File: config.mk
export PLATFORM = sky130hd
export DESIGN_NAME = kernel_offset_buf_flat
export DESIGN_NICKNAME = d
export VERILOG_FILES = /design/src/rtl/kernel_offset_buf_if.sv /design/src/rtl/kernel_offset_buf.sv /design/src/flat_wrapper.sv
export SDC_FILE = /design/constraint.sdc
export NUM_CORES = 1
export LEC_CHECK = 0
export ABC_CLOCK_PERIOD_IN_PS = 2700
export BUFFER_PORTS_ARGS = -buffer_cell sky130_fd_sc_hd__buf_2
export CORE_UTILIZATION = 30
export CTS_BUF_LIST = sky130_fd_sc_hd__clkbuf_8
export CTS_CLUSTER_SIZE = 14
export DETAILED_ROUTE_END_ITERATION = 10
export PLACE_DENSITY = 0.54
export SETUP_SLACK_MARGIN = 0.5
export SYNTH_ARGS = -nofsm -noshare
export SYNTH_HDL_FRONTEND = slang
export SYNTH_SLANG_ARGS = --single-unit
File: constraint.sdc
create_clock -name clk -period 2.7 [get_ports clk]
set_clock_uncertainty 0.2 [all_clocks]
set_input_delay 0.54 -clock clk [delete_from_list [all_inputs] [get_ports clk]]
set_output_delay 0.54 -clock clk [all_outputs]
set_load 0.02 [all_outputs]
File: src/rtl/kernel_offset_buf_if.sv
// kernel_offset_buf_if: stream face of the offset stage.
// Carries the upstream valid/ready word and the downstream registered
// pair (current element + lagged element) with its valid/ready.
// master = side that drives the input word and consumes the pair
// slave  = the offset buffer itself
interface kernel_offset_buf_if #(
  parameter int STREAMW = 34
) ();

  // Upstream word towards the buffer
  logic               ivalid_in1_s0;
  logic [STREAMW-1:0] in1_s0;
  logic               iready;

  // Registered output pair towards the leaf map node
  logic               ovalid;
  logic [STREAMW-1:0] out1_s0;
  logic [STREAMW-1:0] out1_off_s0;
  logic               oready;

  modport master (
    output ivalid_in1_s0,
    output in1_s0,
    input  iready,
    input  ovalid,
    input  out1_s0,
    input  out1_off_s0,
    output oready
  );

  modport slave (
    input  ivalid_in1_s0,
    input  in1_s0,
    output iready,
    output ovalid,
    output out1_s0,
    output out1_off_s0,
    input  oready
  );

endinterface

File: src/rtl/kernel_offset_buf.sv
// kernel_offset_buf: per accepted element emits x[i] together with
// x[i-OFFSET] from the same frame, through one registered output stage
// with backpressure. The lagged value comes from an OFFSET-deep circular
// history RAM. While fewer than OFFSET elements of the current frame have
// arrived (FILL), the lagged value comes from a fill source instead of RAM.
//
// Build option: define OFFSET_ZERO_FILL_EN to emit 0 as the lagged value
// during FILL. Without it, FILL emits the frame's first element
// (edge-clamp), and the first-element register exists only in that build.
module kernel_offset_buf #(
  parameter int STREAMW = 34,
  parameter int OFFSET  = 4,
  parameter int NITEMS  = 1024
) (
  input  logic              clk,
  input  logic              rst,
  kernel_offset_buf_if.slave bus
);

  // Counter widths: idx covers 0..NITEMS-1, wp covers 0..OFFSET-1.
  localparam int IDXW = (NITEMS > 1) ? $clog2(NITEMS) : 1;
  localparam int WPW  = (OFFSET > 1) ? $clog2(OFFSET) : 1;

  localparam logic [IDXW-1:0] IDX_LAST_ITEM = IDXW'(NITEMS - 1);
  localparam logic [IDXW-1:0] IDX_LAST_FILL = IDXW'(OFFSET - 1);
  localparam logic [WPW-1:0]  WP_LAST       = WPW'(OFFSET - 1);

  // Reject configurations the frame/history logic cannot represent.
  if (OFFSET < 1) begin : g_bad_offset
    $error("kernel_offset_buf: OFFSET must be at least 1");
  end
  if (NITEMS <= OFFSET) begin : g_bad_nitems
    $error("kernel_offset_buf: NITEMS must be greater than OFFSET");
  end

  typedef enum logic {
    ST_FILL = 1'b0,
    ST_RUN  = 1'b1
  } state_t;

  // ------------------------------------------------------------------
  // State
  // ------------------------------------------------------------------
  state_t             state_q, state_d;
  logic [IDXW-1:0]    idx_q, idx_d;
  logic [WPW-1:0]     wp_q, wp_d;

  logic               ovalid_q, ovalid_d;
  logic [STREAMW-1:0] out_cur_q, out_cur_d;
  logic [STREAMW-1:0] out_off_q, out_off_d;

  // History RAM; contents are never reset because FILL never exposes them.
  logic [STREAMW-1:0] hist_mem [OFFSET];

  // ------------------------------------------------------------------
  // Handshake
  // ------------------------------------------------------------------
  logic iready;
  logic acc;
  logic frame_last;
  logic fill_last;

  assign iready     = bus.oready | ~ovalid_q;
  assign acc        = bus.ivalid_in1_s0 & iready;
  assign frame_last = (idx_q == IDX_LAST_ITEM);
  assign fill_last  = (idx_q == IDX_LAST_FILL);

  // ------------------------------------------------------------------
  // Fill source
  // ------------------------------------------------------------------
  logic [STREAMW-1:0] fill_val;

`ifdef OFFSET_ZERO_FILL_EN
  // Zero-fill: nothing to remember about the frame.
  always_comb begin
    fill_val = '0;
  end
`else
  // Edge-clamp: remember the frame's first element. The idx-0 element
  // clamps to itself, since it is not yet in the register.
  logic [STREAMW-1:0] first_q, first_d;

  // First-element register next state: load on the idx-0 accept. A frame
  // wrap returns idx to 0, which re-arms this load for the next frame.
  always_comb begin
    first_d = first_q;
    if (acc && (idx_q == '0)) begin
      first_d = bus.in1_s0;
    end
  end

  // First-element register.
  always_ff @(posedge clk) begin
    if (rst) begin
      first_q <= '0;
    end else begin
      first_q <= first_d;
    end
  end

  // Fill value selection for edge-clamp.
  always_comb begin
    fill_val = (idx_q == '0) ? bus.in1_s0 : first_q;
  end
`endif

  // ------------------------------------------------------------------
  // FSM: FILL until OFFSET elements of the frame are in, then RUN until
  // the last element of the frame.
  // ------------------------------------------------------------------

  // FSM state register.
  always_ff @(posedge clk) begin
    if (rst) begin
      state_q <= ST_FILL;
    end else begin
      state_q <= state_d;
    end
  end

  // FSM next-state logic; transitions only happen on an accepted element.
  always_comb begin
    state_d = state_q;
    case (state_q)
      ST_FILL: if (acc && fill_last)  state_d = ST_RUN;
      ST_RUN:  if (acc && frame_last) state_d = ST_FILL;
      default: state_d = ST_FILL;
    endcase
  end

  // FSM output logic: choose where the lagged element comes from. In RUN
  // the slot at wp holds the oldest element, x[i-OFFSET]; it is read here
  // before this cycle's write replaces it.
  logic [STREAMW-1:0] lagged;
  always_comb begin
    lagged = fill_val;
    if (state_q == ST_RUN) begin
      lagged = hist_mem[wp_q];
    end
  end

  // ------------------------------------------------------------------
  // Counters
  // ------------------------------------------------------------------

  // Item counter and write pointer next state; both restart at frame wrap
  // so every frame's history starts from slot 0.
  always_comb begin
    idx_d = idx_q;
    wp_d  = wp_q;
    if (acc) begin
      if (frame_last) begin
        idx_d = '0;
        wp_d  = '0;
      end else begin
        idx_d = idx_q + IDXW'(1);
        wp_d  = (wp_q == WP_LAST) ? '0 : wp_q + WPW'(1);
      end
    end
  end

  // Item counter and write pointer registers.
  always_ff @(posedge clk) begin
    if (rst) begin
      idx_q <= '0;
      wp_q  <= '0;
    end else begin
      idx_q <= idx_d;
      wp_q  <= wp_d;
    end
  end

  // History write: the accepted element overwrites the slot just read.
  always_ff @(posedge clk) begin
    if (acc) begin
      hist_mem[wp_q] <= bus.in1_s0;
    end
  end

  // ------------------------------------------------------------------
  // Output stage
  // ------------------------------------------------------------------

  // Output register next state: load on accept (also when draining the
  // old pair in the same cycle), empty on drain, otherwise hold.
  always_comb begin
    ovalid_d  = ovalid_q;
    out_cur_d = out_cur_q;
    out_off_d = out_off_q;
    if (acc) begin
      ovalid_d  = 1'b1;
      out_cur_d = bus.in1_s0;
      out_off_d = lagged;
    end else if (bus.oready) begin
      ovalid_d  = 1'b0;
    end
  end

  // Output register; reset drops any pair in flight.
  always_ff @(posedge clk) begin
    if (rst) begin
      ovalid_q  <= 1'b0;
      out_cur_q <= '0;
      out_off_q <= '0;
    end else begin
      ovalid_q  <= ovalid_d;
      out_cur_q <= out_cur_d;
      out_off_q <= out_off_d;
    end
  end

  assign bus.iready      = iready;
  assign bus.ovalid      = ovalid_q;
  assign bus.out1_s0     = out_cur_q;
  assign bus.out1_off_s0 = out_off_q;

endmodule

File: src/flat_wrapper.sv
// flat-port wrapper written by rule: the top's interface ports become plain ports
module kernel_offset_buf_flat 
#(
  parameter int STREAMW = 34,
  parameter int OFFSET  = 4,
  parameter int NITEMS  = 1024
)
  (clk, rst, bus_ivalid_in1_s0, bus_in1_s0, bus_iready, bus_ovalid, bus_out1_s0, bus_out1_off_s0, bus_oready);
  kernel_offset_buf_if #(.STREAMW(STREAMW)) bus_i ();
  input  logic clk;
  input  logic rst;
  input wire logic [$bits(bus_i.ivalid_in1_s0)-1:0] bus_ivalid_in1_s0;
  input wire logic [$bits(bus_i.in1_s0)-1:0] bus_in1_s0;
  output wire logic [$bits(bus_i.iready)-1:0] bus_iready;
  output wire logic [$bits(bus_i.ovalid)-1:0] bus_ovalid;
  output wire logic [$bits(bus_i.out1_s0)-1:0] bus_out1_s0;
  output wire logic [$bits(bus_i.out1_off_s0)-1:0] bus_out1_off_s0;
  input wire logic [$bits(bus_i.oready)-1:0] bus_oready;
  assign bus_i.ivalid_in1_s0 = bus_ivalid_in1_s0;
  assign bus_i.in1_s0 = bus_in1_s0;
  assign bus_iready = bus_i.iready;
  assign bus_ovalid = bus_i.ovalid;
  assign bus_out1_s0 = bus_i.out1_s0;
  assign bus_out1_off_s0 = bus_i.out1_off_s0;
  assign bus_i.oready = bus_oready;
  kernel_offset_buf #(.STREAMW(STREAMW), .OFFSET(OFFSET), .NITEMS(NITEMS)) u_core (.clk(clk), .rst(rst), .bus(bus_i));
endmodule
Word-level counts from Yosys, hierarchy flattened
Memory sizes are Yosys's and may differ from the RTL's. A register that Yosys moved wholly into a read port is not among the register bits.
Cells that the tools add are included.
{"block": "classes", "n_reduce_logical": 5, "n_bitwise": 4, "mux": 14, "add_sub_neg": 2, "n_eq_ne": 3}
{"op": "34-bit 2-to-1 mux", "n": 2}
{"op": "10-bit by 1-bit adder with 10-bit output (second input constant)", "n": 1}
{"op": "10-bit == test (second input constant)", "n": 1}
{"op": "10-bit by 2-bit == test with 1-bit output (second input constant)", "n": 1}
{"op": "10-bit zero test", "n": 1}
{"op": "10-bit 2-to-1 mux", "n": 1}
{"op": "2-bit 2-to-1 mux", "n": 4}
{"op": "1-bit 2-to-1 mux", "n": 6}
{"op": "1-bit logical AND", "n": 3}
{"op": "2-bit by 1-bit adder with 2-bit output (second input constant)", "n": 1}
{"op": "2-bit == test (second input constant)", "n": 1}
{"op": "1-bit inverter", "n": 2}
{"op": "1-bit case mux with 2 select lines", "n": 1}
{"op": "2-bit nonzero test", "n": 1}
{"op": "1-bit bitwise AND", "n": 1}
{"op": "1-bit OR", "n": 1}
{"block": "totals", "ram_bits": 136, "n_memories": 1, "input_bits": 38, "reg_bits": 116, "elab_cells": 36}
{"memory": "u_core.hist_mem", "depth": 4, "width": 34, "rd": 1, "rd_ports_with_merged_regs": 1, "wr": 1, "line_no": "kernel_offset_buf.sv:53", "text": "logic [STREAMW-1:0] hist_mem [OFFSET];"}

Depth between registers and ports, before layout
Gate-level depths: netlist (run 1).
{"block": "depth", "word_depth": 6, "ltp_mapped": 7, "depth_no_buf": 5}

Least setup slack after synthesis (run 1)
Ideal clock, no wire load.
{"block": "synth_path", "kind": "input-to-reg", "startpoint": "input bus_oready", "endpoint": "memory u_core.hist_mem[0][0], enable pin", "t_required_ps": 2106, "setup_time_ps": 394, "cell_stages": 4, "arrival_time_ps": 2035, "path_buffers": 1, "slack_ps": 71, "path_cell_list": "nor2b_1 inv_1 clkbuf_1 and3_1"}
{"block": "synth_via", "elab_chain_cells": 4}
{"element": "from (decl)", "line_no": "flat_wrapper.sv:18", "text": "input wire logic [$bits(bus_i.oready)-1:0] bus_oready;"}
{"element": "1-bit OR", "line_no": "kernel_offset_buf.sv:63", "text": "assign iready = bus.oready | ~ovalid_q;"}
{"element": "named net bus_iready", "line_no": "flat_wrapper.sv:14", "text": "output wire logic [$bits(bus_i.iready)-1:0] bus_iready;"}
{"element": "1-bit bitwise AND", "line_no": "kernel_offset_buf.sv:64", "text": "assign acc = bus.ivalid_in1_s0 & iready;"}
{"element": "1-bit 2-to-1 mux", "line_no": "kernel_offset_buf.sv:175", "text": "if (acc) begin"}
{"element": "1-bit 2-to-1 mux (not written as such)", "line_no": "kernel_offset_buf.sv:176", "text": "hist_mem[wp_q] <= bus.in1_s0;"}
{"element": "to (decl)", "line_no": "kernel_offset_buf.sv:53"}
The timed path passes the listed nets, and every way through them passes these cells.

Worst setup path in the final report (run 1)
{"block": "layout_path", "startpoint": "register u_core.ovalid_q, in the netlist u_core.bus.ovalid", "endpoint": "output bus_iready"}
{"block": "layout_via", "elab_chain_cells": 2}
{"element": "from (decl)", "line_no": "kernel_offset_buf.sv:48", "text": "logic ovalid_q, ovalid_d;"}
{"element": "from (signal assigned)", "line_no": "kernel_offset_buf.sv:206", "text": "ovalid_q <= ovalid_d;"}
{"element": "1-bit inverter", "line_no": "kernel_offset_buf.sv:63"}
{"element": "1-bit OR", "line_no": "kernel_offset_buf.sv:63"}
{"element": "to (decl)", "line_no": "flat_wrapper.sv:14"}
Every way passes these cells.

==> metrics.sh, run 1 <==
VIA_COUNT_OF_THE_FIRST_GLOBAL_ROUTING_PASS=6836
HOLD_VIOL=0
MOST_FREQUENT_CELLS_IN_THE_LAYOUT='136 x sky130_fd_sc_hd__mux2i_1, 136 x sky130_fd_sc_hd__edfxtp_1, 116 x sky130_fd_sc_hd__dfxtp_1'
POSTSYNTHCELLCOUNT=867
CP.BUFFERS_INVERTERS=3
GR-USAGE-MET2=0.230
CRITICAL-PATH-TOP-CELL-BY-COUNT='sky130_fd_sc_hd__buf_4'
YOSYS.AREA.TOP_TYPE_SHARE=0.392
CLK_ROOT_BUFFER_CELL='sky130_fd_sc_hd__clkbuf_8'
NUM_ROWS=67
POWER_LEAKAGE_uW=0.00460
WL_PER_CELL_UM=17.0
VIAS=6815
GRT_ANTENNA_BEFORE_REPAIR=0
SYNTH_REGISTER_BITS=254
POWER.DENSITY_CELL_AREA_nW_PER_UM2=718
FINAL_PERIOD_MINUS_WORST_SETUP_SLACK_PS=2160
MAX_FREQ_GHz=0.464
OUTCOME='finished, final reports clean'
TIMING.CRITICAL_PATH.FANOUT_MAX=7
DIE-WIDTH_UM=188
SYNTH.LIB_CELLS_USED.DISTINCT=32
FLOW.AREA_GROWTH_FROM_SYNTHESIS_PCT=17.9
CRIT_PATH_TOP_DELAY_CELL='sky130_fd_sc_hd__dfxtp_2'
MOST_INSTANTIATED_FLIP_FLOP_CELL_IN_THE_SYNTHESIS_NETLIST='sky130_fd_sc_hd__edfxtp_1'
SYNTH.YOSYS.SEQ_AREA_SHARE=0.618
FF2FF_PATH_DEPTH=3
FILLER_CELL_COUNT=3372
REGTOREGSTARTPOINT='u_core.wp_q[0]'
CORE_UTILIZATION_OF_THE_FINISHED_LAYOUT=0.363
GROUTE.LAYER.MET1.USAGE=0.186
PATH_CELLS='nor2b_4 > inv_4 > buf_4 > buf_4'
CTS-HOLD-FIX-BUFFERS=0
PLACE.DETAILED.HPWL_UM=14700
MAX_CAP_VIOLATIONS=0
POWER.IR.VDD_WORST_mV=0.365
HTREE_NUM_LEVELS=2
GLOBAL_ROUTE_WIRE_LENGTH_BEFORE_REPAIR_UM=39300
FINAL_WORST_SETUP_SLACK_PS=544
YOSYS_WARNINGS=0
CRIT_PATH_FROM='u_core.bus.ovalid'
OVERFLOW_AFTER_GRT=0
DPL_WORST_SLACK_PS=290
ANTENNA_VIOLATING_NETS_POST_ROUTE=0
FIRST_ITER_VIOLATIONS=405
WHS_PATH_DEPTH=1
TOP_LEVEL_PORTS=108
NET_COUNT_SYNTH=912
DRCVIOLATIONCOUNT=0
CRIT_PATH_CELL_COUNT=4
NUM-NETS-FINAL=1023
ASYNC_FLOP_SHARE=0
DRT_WL_TOTAL_UM=24900
INSERTION_DELAY_PS=530
TIGHTEST_SLEW_PS=939
FINAL_LAYOUT_SIZE_SUFFIX_GT1_FRAC=0.195
DIEHEIGHT_UM=188
SYNTH.AVG_CELL_AREA_SQ_UM=12.0
CTS_TREE='yes'
SETUP_VIOLATIONS=0
CORE_REGION_AREA_SQ_UM=33900
NUMBER_OF_ITERATIONS_IN_THE_FIRST_DETAILED_ROUTING_PASS=4
UNREPAIRED_SETUP_ENDPOINTS_AFTER_GLOBAL_ROUTING='yes'
COUNT_OF_FINAL_MAX_SLEW_CHECK_FAILURES=0
WORSTSETUPENDPOINTTYPE='output port'
CTS_MAX_PATH_BUFFERS=3
GLOBALROUTETOTALUTIL=0.140
CLOCK_SINKS=254
BUFFERS_ON_PORTS=107
CTS_BUFFERS=45
NETLIST.TOP_CELL.BY_AREA='sky130_fd_sc_hd__edfxtp_1'
POST_DR_VIAS_CELL=4.67
FIN_SETUP_TNS_PS=0
INITIAL_CORE_UTIL=0.308
INSERTEDDIODECOUNT=0
WORSTSETUPPATHTYPE='register to output port'
SLEW_HEADROOM=0.374
DPL.CELL_COUNT=1377
PIN_COUNT_OF_THE_BIGGEST_NET_ENTERING_GLOBAL_ROUTING=117
STARTPOINT_TYPE='register'
POST_LAYOUT_NONFILLER_INSTANCES=1460
AREA_OF_THE_MAPPED_NETLIST_SQ_UM=10400
WORST_EP_ARRIVAL_TIME_PS=1420
GRT-BUSIEST-LAYER='met2'
MAX_STAGE_DELAY_PS=330
CRIT_FAMILY='buffers and inverters'
SYNTH_ENABLE_FLOP_CELLS=136
SYNTH_AREA_LEADERS='sky130_fd_sc_hd__edfxtp_1 39%, sky130_fd_sc_hd__dfxtp_1 23%, sky130_fd_sc_hd__mux2i_1 13%'
FIN_TOTAL_PWR_uW=8830
FINAL_MIN_PERIOD_OVER_CLOCK_PERIOD=0.798
GPL.FINAL_WEIGHTED_CONGESTION=0.695
GR-USAGE-MET3=0.0270
CLKTRANSATPATHREGS_PS=60
DATA_REQUIRED_TIME_OF_THE_WORST_PATH_PS=1960
HOLDCRITSTARTPOINT='bus_in1_s0[28]'
WORST_HOLD_PATH_TYPE='primary input to register'
DIEAREA_SQ_UM=35500
-- routing by layer --
metal | routed length [um] | share of wire
met1 | 11600 | 0.46
met2 | 11800 | 0.47
met3 | 1020 | 0.041
met4 | 529 | 0.021
met5 | 0 | 0
-- registers in the layout, indices dropped and copies added, names as in the netlist, named ones only --
signal / cells
u_core.bus.ovalid: 1
u_core.state_q: 1
u_core.bus.out1_off_s0: 34
u_core.wp_q: 2
u_core.bus.out1_s0: 34
u_core.idx_q: 10
u_core.hist_mem: 136
u_core.first_q: 34
-- Yosys cell counts (all sizes together), types with 3 or more instances --
| master | instances |
|---|---|
| nor2 | 84 |
| and3 | 6 |
| inv | 7 |
| o21ai | 36 |
| xor2 | 6 |
| mux2i | 136 |
| a22oi | 3 |
| dfxtp | 118 |
| clkbuf | 37 |
| ha | 7 |
| nand2b | 69 |
| o32ai | 35 |
| a21oi | 37 |
| buf | 24 |
| nand4 | 6 |
| o22ai | 34 |
| nand2 | 73 |
| edfxtp | 136 |
-- final cells by class --
class                   instances  area, sq um  share of cell area
well taps                     448          561              0.0456
repair buffers                125          776              0.0631
inverters                       7         28.8             0.00234
multi-input cells             545         3660               0.297
flip-flops and latches        254         6450               0.525
clock inverters                36          201              0.0164
clock buffers                  45          619              0.0504
-- report_power, final --
group | switching (uW) | total (uW) | internal [uW]
clock network | 1560 | 3310 | 1750
registers | 128 | 4430 | 4300
logic | 659 | 1080 | 425
total | 2350 | 8830 | 6480
-- cells by family (layout without fill, tap and decap cells) --
| family | Yosys count | count (layout) | synth area share |
|---|---|---|---|
| multiplexers | 136 | 136 | 0.131 |
| XOR/XNOR | 7 | 7 | 0.00588 |
| AO/OA/AOI/OAI | 147 | 147 | 0.0888 |
| adder cells (fa/ha/maj) | 7 | 7 | 0.00840 |
| flip-flops | 254 | 254 | 0.618 |
| AND/OR/NAND/NOR | 248 | 248 | 0.114 |
| buffers and inverters | 68 | 213 | 0.0344 |
-- per-stage QoR --
stage | cell area, sq um | hold WS, ps
4_1_cts | 12300 | 45.0
3_5_place_dp | 11400 | 246
3_3_place_gp | 11400 | 239
6_report | 12300 | 93.3
5_1_grt | 12300 | 66.5
2_1_floorplan | 10400 | 248
-- timing repair --
action,4_1_cts,5_1_grt
endpoints found under the hold margin,0,0
pin swaps,0,1
setup buffers,1,1
resized for setup,5,1
endpoints found under the setup margin,1,16
-- worst paths after layout --
| check | endpoint | slack, ps |
|---|---|---|
| worst max register to register | u_core.hist_mem[2][11] | 700 |
| worst min register to register | u_core.bus.out1_s0[33] | 250 |
| worst min-delay path | u_core.hist_mem[3][28] | 90 |
| worst max-delay path | bus_iready | 540 |
-- worst reg2reg max path, delay by kind of cell (launching register included) --
family	cells	cell delay (ps)
buffers and inverters	1	90
DFF	1	350
and+or+nand+nor	1	810
adders and majority gates	1	150
(Power assumes the default switching activity.)
==> inputs of run 2 (changes only) <==
Settings changed: ABC_CLOCK_PERIOD_IN_PS 2700 to 2000.
Clock period 2.7 ns to 2 ns, I/O delays scaled along.
==> metrics.sh, run 2 (same netlist as run 1, synthesis figures left out) <==
DIEHEIGHT_UM=188  # unchanged
FINAL_PERIOD_MINUS_WORST_SETUP_SLACK_PS=1920
P_SEQ_FRAC=0.451  # -0.051
GRT_ANTENNA_BEFORE_REPAIR=0  # unchanged
DIE-WIDTH_UM=188  # unchanged
DIEAREA_SQ_UM=35500  # unchanged
SHARE_COMB_OF_TOTAL_POWER=0.212  # +0.089
WL_PER_CELL_UM=19.3  # +13%
POWER_SWITCHING_SHARE=0.269  # +0.00284
POWER.DENSITY_CELL_AREA_nW_PER_UM2=823  # +15%
TOP_LEVEL_PORTS=108  # unchanged
PLACE.DETAILED.HPWL_UM=15100  # +2.9%
BUFFERS_ON_PORTS=107  # unchanged
INITIAL_CORE_UTIL=0.308  # unchanged
WORSTSETUPENDPOINTTYPE='output port'
SHARE_CLK_OF_TOTAL_POWER=0.337  # -0.038
FIRST_ITER_VIOLATIONS=457  # +13%
MOST_FREQUENT_CELLS_IN_THE_LAYOUT='136 x sky130_fd_sc_hd__edfxtp_1, 129 x sky130_fd_sc_hd__mux2i_1, 97 x sky130_fd_sc_hd__buf_6'
TIGHTEST_SLEW_PS=515  # -424 ps
VIAS=7954  # +17%
GPL.FINAL_WEIGHTED_CONGESTION=0.723  # +4.1%
NUMBER_OF_ITERATIONS_IN_THE_FIRST_DETAILED_ROUTING_PASS=5  # +1
MOSTFREQUENTLAYOUTCELL='sky130_fd_sc_hd__edfxtp_1'
GLOBALROUTETOTALUTIL=0.171  # +0.0311
CLK_ROOT_BUFFER_CELL='sky130_fd_sc_hd__clkbuf_8'
MAX_CAP_VIOLATIONS=0  # unchanged
HOLD_VIOL=0  # unchanged
INSERTEDDIODECOUNT=0  # unchanged
PIN_COUNT_OF_THE_BIGGEST_NET_ENTERING_GLOBAL_ROUTING=59  # -50%
OUTCOME='finished, final reports clean'
MAX_FREQ_GHz=0.522
SETUP_VIOLATIONS=0  # unchanged
OVERFLOW_AFTER_GRT=0  # unchanged
FILLER_CELL_COUNT=2972  # -12%
VIA_COUNT_OF_THE_FIRST_GLOBAL_ROUTING_PASS=7688  # +12%
DPL.CELL_COUNT=1395  # +1.3%
NUM-NETS-FINAL=1227  # +20%
POWER.IR.VDD_WORST_mV=0.395  # +8.1%
DATA_REQUIRED_TIME_OF_THE_WORST_PATH_PS=1400  # -560 ps
HTREE_NUM_LEVELS=2  # unchanged
LARGEST_REGISTER_FF_COUNT=136  # unchanged
POST_LAYOUT_NONFILLER_INSTANCES=1667  # +14%
FINAL_MIN_PERIOD_OVER_CLOCK_PERIOD=0.958
INSERTION_DELAY_PS=550  # +20 ps
SLEW_HEADROOM=0.657  # +0.283
CLKTRANSATPATHREGS_PS=60  # about the same
DRCVIOLATIONCOUNT=0  # unchanged
FINAL_WORST_SETUP_SLACK_PS=83.2  # -461 ps
ANTENNA_VIOLATING_NETS_POST_ROUTE=0  # unchanged
CTS_TREE='yes'
POST_DR_VIAS_CELL=4.77  # +2.2%
FIN_SETUP_TNS_PS=0  # unchanged
TOTAL_SWITCHING_POWER_uW=3590  # +53%
DPL_WORST_SLACK_PS=91.8  # -198 ps
FLOW.AREA_GROWTH_FROM_SYNTHESIS_PCT=55.6
INTERNAL_POWER_uW=9760  # +51%
CTS_BUFFERS=46  # +2.2%
TIMING.CRITICAL_PATH.FANOUT_MAX=2  # -5
UNREPAIRED_SETUP_ENDPOINTS_AFTER_GLOBAL_ROUTING='yes'
WORST_EP_ARRIVAL_TIME_PS=1320  # -100 ps
POWER_LEAKAGE_uW=0.00631  # +37%
GLOBAL_ROUTE_WIRE_LENGTH_BEFORE_REPAIR_UM=46500  # +18%
NUM_ROWS=67  # unchanged
STARTPOINT_TYPE='register'
WORST_HOLD_PATH_TYPE='primary input to register'
CTS_MAX_PATH_BUFFERS=3  # unchanged
FINAL_LAYOUT_SIZE_SUFFIX_GT1_FRAC=0.428  # +0.234
CLOCK_SINKS=254  # unchanged
COUNT_OF_FINAL_MAX_SLEW_CHECK_FAILURES=0  # unchanged
WORSTSETUPPATHTYPE='register to output port'
TOP_REGISTER='u_core.hist_mem'
CORE_REGION_AREA_SQ_UM=33900  # unchanged
DRT_WL_TOTAL_UM=32100  # +29%
## run 2: cell types whose count changed in the layout (fill, tap and decap cells not counted), sizes merged
cell / previous run / this run
and3: 6 / 8
clkinv: 16 / 3
dlygate4sd3: 0 / 38
inv: 25 / 36
bufinv: 2 / 0
buf: 125 / 282
clkbuf: 45 / 59
## run 2: final timing paths
path / startpoint / endpoint / slack [ps] / depth (start not counted)
setup / recovery: u_core.bus.ovalid / bus_iready / 80 / 4
hold / removal: rst / u_core.state_q / 110 / 4
setup reg to reg: u_core.bus.ovalid / u_core.bus.out1_off_s0[31] / 90 / 10
hold reg to reg: u_core.bus.out1_s0[15] / u_core.bus.out1_s0[15] / 260 / 2
## run 2: power groups by stage
stage | clock, uW | combinational [uW] | sequential [uW]
detailed placement | 0 | 1570 | 6090
global route | 4870 | 2980 | 6040
floorplan | 0 | 874 | 6200
global placement | 0 | 1550 | 6080
finish | 4500 | 2830 | 6020
CTS | 4620 | 2460 | 6020
## run 2: area by class of cell
type	instances	area, sq um	area share
Tap cell	448	561	0.0346
Inverter	7	31.3	0.00193
Sequential cell	254	6580	0.406
Clock buffer	53	729	0.0450
Multi-Input combinational cell	547	4190	0.258
Clock inverter	32	124	0.00764
Timing Repair Buffer	326	4010	0.247
## run 2: worst max-delay path, stage by stage (launching register included)
cell and delay, ps:
sky130_fd_sc_hd__dfxtp_2 320, sky130_fd_sc_hd__nor2b_4 170, sky130_fd_sc_hd__inv_4 40, sky130_fd_sc_hd__buf_6 110
sky130_fd_sc_hd__buf_6 120
## run 2: timing repair
action / 4_1_cts / 5_1_grt
hold endpoints to repair: 207 / 0
pin swaps: 9 / 57
setup buffers: 69 / 47
hold buffers: 38 / 0
resized for setup: 276 / 145
endpoints found under the setup margin: 289 / 323
cloned: 25 / 8
## run 2: through the flow
step                      utilization  hold slack [ps]  cell area [sq um]  power, uW
after floorplan                     -              248              10500       7070
after global placement          0.347              238              11800       7630
after detailed placement        0.347              246              11800       7660
after CTS                       0.445             84.6              15100      13100
after global routing            0.479             83.1              16200      13900
final                           0.479              107              16200      13400
## run 2: layer usage
layer / wire (um) / GRT usage / vias to the layer above
li1: - / - / 3821
met5: 0 / 0 / -
met4: 613 / 0.0524 / 0
met3: 1500 / 0.0296 / 48
met2: 15300 / 0.275 / 191
met1: 14700 / 0.234 / 3894
==> inputs of run 3 (changes only) <==
Settings changed: ABC_CLOCK_PERIOD_IN_PS 2000 to 2300.
Clock period 2 ns to 2.3 ns, I/O delays scaled along.
==> metrics.sh, run 3 (same netlist as run 1, synthesis figures left out) <==
OUTCOME='finished, final reports clean'
NUM_ROWS=67  # unchanged
INSERTION_DELAY_PS=550  # about the same
MOST_FREQUENT_CELLS_IN_THE_LAYOUT='136 x sky130_fd_sc_hd__edfxtp_1, 132 x sky130_fd_sc_hd__mux2i_1, 99 x sky130_fd_sc_hd__dfxtp_1'
POWER.DENSITY_CELL_AREA_nW_PER_UM2=804  # -2.4%
POST_DR_VIAS_CELL=4.76  # -0.31%
R2R_SETUP_SLACK_PS=310  # +220 ps
FILLER_CELL_COUNT=3292  # +11%
CTS_BUFFERS=45  # -2.2%
INTERNAL_POWER_uW=7950  # -19%
DPL.CELL_COUNT=1391  # -0.29%
FINAL_PERIOD_MINUS_WORST_SETUP_SLACK_PS=1990
UNREPAIRED_SETUP_ENDPOINTS_AFTER_GLOBAL_ROUTING='yes'
DIEAREA_SQ_UM=35500  # unchanged
FIN_SETUP_TNS_PS=0  # unchanged
WL_PER_CELL_UM=18.1  # -6.2%
PIN_COUNT_OF_THE_BIGGEST_NET_ENTERING_GLOBAL_ROUTING=59  # unchanged
CLK_ROOT_BUFFER_CELL='sky130_fd_sc_hd__clkbuf_8'
GLOBALROUTETOTALUTIL=0.153  # -0.0186
MOSTFREQUENTLAYOUTCELL='sky130_fd_sc_hd__edfxtp_1'
BUFFERS_ON_PORTS=107  # unchanged
FINAL_WORST_SETUP_SLACK_PS=305  # +222 ps
FINAL_MIN_PERIOD_OVER_CLOCK_PERIOD=0.867
POST_LAYOUT_NONFILLER_INSTANCES=1537  # -7.8%
POWER_SWITCHING_SHARE=0.266  # -0.00270
DIEHEIGHT_UM=188  # unchanged
DPL_WORST_SLACK_PS=211  # +120 ps
TIMING.CRITICAL_PATH.FANOUT_MAX=5  # +3
CORE_REGION_AREA_SQ_UM=33900  # unchanged
RR_ENDPOINT='u_core.first_q[11]'
INITIAL_CORE_UTIL=0.308  # unchanged
WORSTSETUPPATHTYPE='register to register'
DIE-WIDTH_UM=188  # unchanged
MULTI_INPUT_COMB_AREA_SQ_UM=3760  # -10%
DRT_WL_TOTAL_UM=27800  # -14%
CLOCK_SINKS=254  # unchanged
POWER.IR.VDD_WORST_mV=0.392  # -0.67%
TOTAL_SWITCHING_POWER_uW=2890  # -20%
LARGEST_REGISTER_FF_COUNT=136  # unchanged
GLOBAL_ROUTE_WIRE_LENGTH_BEFORE_REPAIR_UM=42200  # -9.1%
NUMBER_OF_ITERATIONS_IN_THE_FIRST_DETAILED_ROUTING_PASS=5  # unchanged
STARTPOINT_TYPE='register'
PLACE.DETAILED.HPWL_UM=15100  # +0.23%
DATA_REQUIRED_TIME_OF_THE_WORST_PATH_PS=2580  # +1180 ps
HOLD_VIOL=0  # unchanged
DRCVIOLATIONCOUNT=0  # unchanged
POWER_LEAKAGE_uW=0.00509  # -19%
FIRST_ITER_VIOLATIONS=340  # -26%
SHARE_COMB_OF_TOTAL_POWER=0.155  # -0.057
TOP_REGISTER='u_core.hist_mem'
CLKTRANSATPATHREGS_PS=60  # about the same
MAX_FREQ_GHz=0.501
HOLDCRITSTARTPOINT='bus_in1_s0[32]'
COUNT_OF_FINAL_MAX_SLEW_CHECK_FAILURES=0  # unchanged
P_SEQ_FRAC=0.480  # +0.029
CTS_MAX_PATH_BUFFERS=3  # unchanged
FIN_WORST_HOLD_SLACK_PS=42.2  # -64.5 ps
FLOW.AREA_GROWTH_FROM_SYNTHESIS_PCT=29.3
VIA_COUNT_OF_THE_FIRST_GLOBAL_ROUTING_PASS=7247  # -5.7%
MIN_TO='u_core.hist_mem[3][32]'
WORST_HOLD_PATH_TYPE='primary input to register'
VIAS=7311  # -8.1%
INSERTEDDIODECOUNT=0  # unchanged
REGTOREGSTARTPOINT='u_core.idx_q[2]'
FINAL_LAYOUT_SIZE_SUFFIX_GT1_FRAC=0.242  # -0.186
GRT_ANTENNA_BEFORE_REPAIR=0  # unchanged
SETUP_VIOLATIONS=0  # unchanged
GPL.FINAL_WEIGHTED_CONGESTION=0.722  # -0.18%
CTS_TREE='yes'
HTREE_NUM_LEVELS=2  # unchanged
TOP_LEVEL_PORTS=108  # unchanged
FIN_TOTAL_PWR_uW=10800  # -19%
SHARE_CLK_OF_TOTAL_POWER=0.365  # +0.028
SLEW_HEADROOM=0.707  # +0.0503
TIGHTEST_SLEW_PS=440  # -75.4 ps
FF2FF_PATH_DEPTH=8  # -2
OVERFLOW_AFTER_GRT=0  # unchanged
WORST_EP_ARRIVAL_TIME_PS=2270  # +950 ps
NUM-NETS-FINAL=1097  # -11%
ANTENNA_VIOLATING_NETS_POST_ROUTE=0  # unchanged
SEQUENTIAL_CELL_AREA_SQ_UM=6480  # -1.6%
MAX_CAP_VIOLATIONS=0  # unchanged
WHS_PATH_DEPTH=1  # -3
WORSTSETUPENDPOINTTYPE='register'
==> run 3: cell types whose count changed in the layout (fill, tap and decap cells not counted), sizes merged <==
cell / previous run / this run
buf: 282 / 164
inv: 36 / 25
clkinv: 3 / 10
dlygate4sd3: 38 / 32
and3: 8 / 6
clkbuf: 59 / 57
clkinvlp: 0 / 2
==> run 3: worst max-delay path by stage <==
stage	slack, ps	cells after the start	to	start
4_1_cts	290	4	bus_iready	u_core.bus.ovalid
3_5_place_dp	210	7	u_core.bus.out1_off_s0[31]	bus_oready
3_3_place_gp	260	7	u_core.bus.out1_off_s0[33]	bus_oready
6_report	310	8	u_core.first_q[11]	u_core.idx_q[2]
5_1_grt	150	8	u_core.first_q[11]	u_core.idx_q[2]
2_1_floorplan	520	4	u_core.hist_mem[2][0]	u_core.bus.ovalid
==> run 3: final cells by class <==
class	instances	area share
clock buffer	54	0.0551
clock inverter	30	0.00900
inverter	7	0.00213
multi-input combinational	545	0.279
sequential	254	0.480
tap	448	0.0416
timing repair buffer	199	0.133
==> run 3: critical path, stage by stage (launching register included) <==
cell and delay [ps]:
sky130_fd_sc_hd__dfxtp_4 340, sky130_fd_sc_hd__nor4_4 280, sky130_fd_sc_hd__nand4_1 180, sky130_fd_sc_hd__buf_4 180
sky130_fd_sc_hd__buf_12 130, sky130_fd_sc_hd__nor2_8 140, sky130_fd_sc_hd__buf_12 150, sky130_fd_sc_hd__buf_12 140
sky130_fd_sc_hd__mux2i_1 180
==> run 3: power groups by stage <==
| stage | clock (uW) | sequential, uW | combinational (uW) |
|---|---|---|---|
| global route | 4280 | 5230 | 1810 |
| floorplan | 0 | 5390 | 753 |
| global placement | 0 | 5270 | 1330 |
| detailed placement | 0 | 5280 | 1350 |
| finish | 3950 | 5200 | 1680 |
| CTS | 4070 | 5190 | 1600 |
==> run 3: what timing repair did <==
item | 4_1_cts | 5_1_grt
cloned | 5 | 3
endpoints found under the setup margin | 89 | 83
buffers inserted | 14 | 8
gates resized for setup | 54 | 26
pin swaps | 5 | 5
hold endpoints to repair | 148 | 1
hold buffers | 31 | 1
==> run 3: per-stage QoR <==
stage | utilization | instance area, sq um
after floorplan | - | 10500
after global placement | 0.344 | 11700
after detailed placement | 0.344 | 11700
after CTS | 0.391 | 13200
after global routing | 0.398 | 13500
final | 0.398 | 13500
==> run 3: metal layers <==
metal | share of wire | GRT usage
met5 | 0 | 0
met4 | 0.018 | 0.0444
met3 | 0.047 | 0.0261
met2 | 0.49 | 0.259
met1 | 0.44 | 0.199
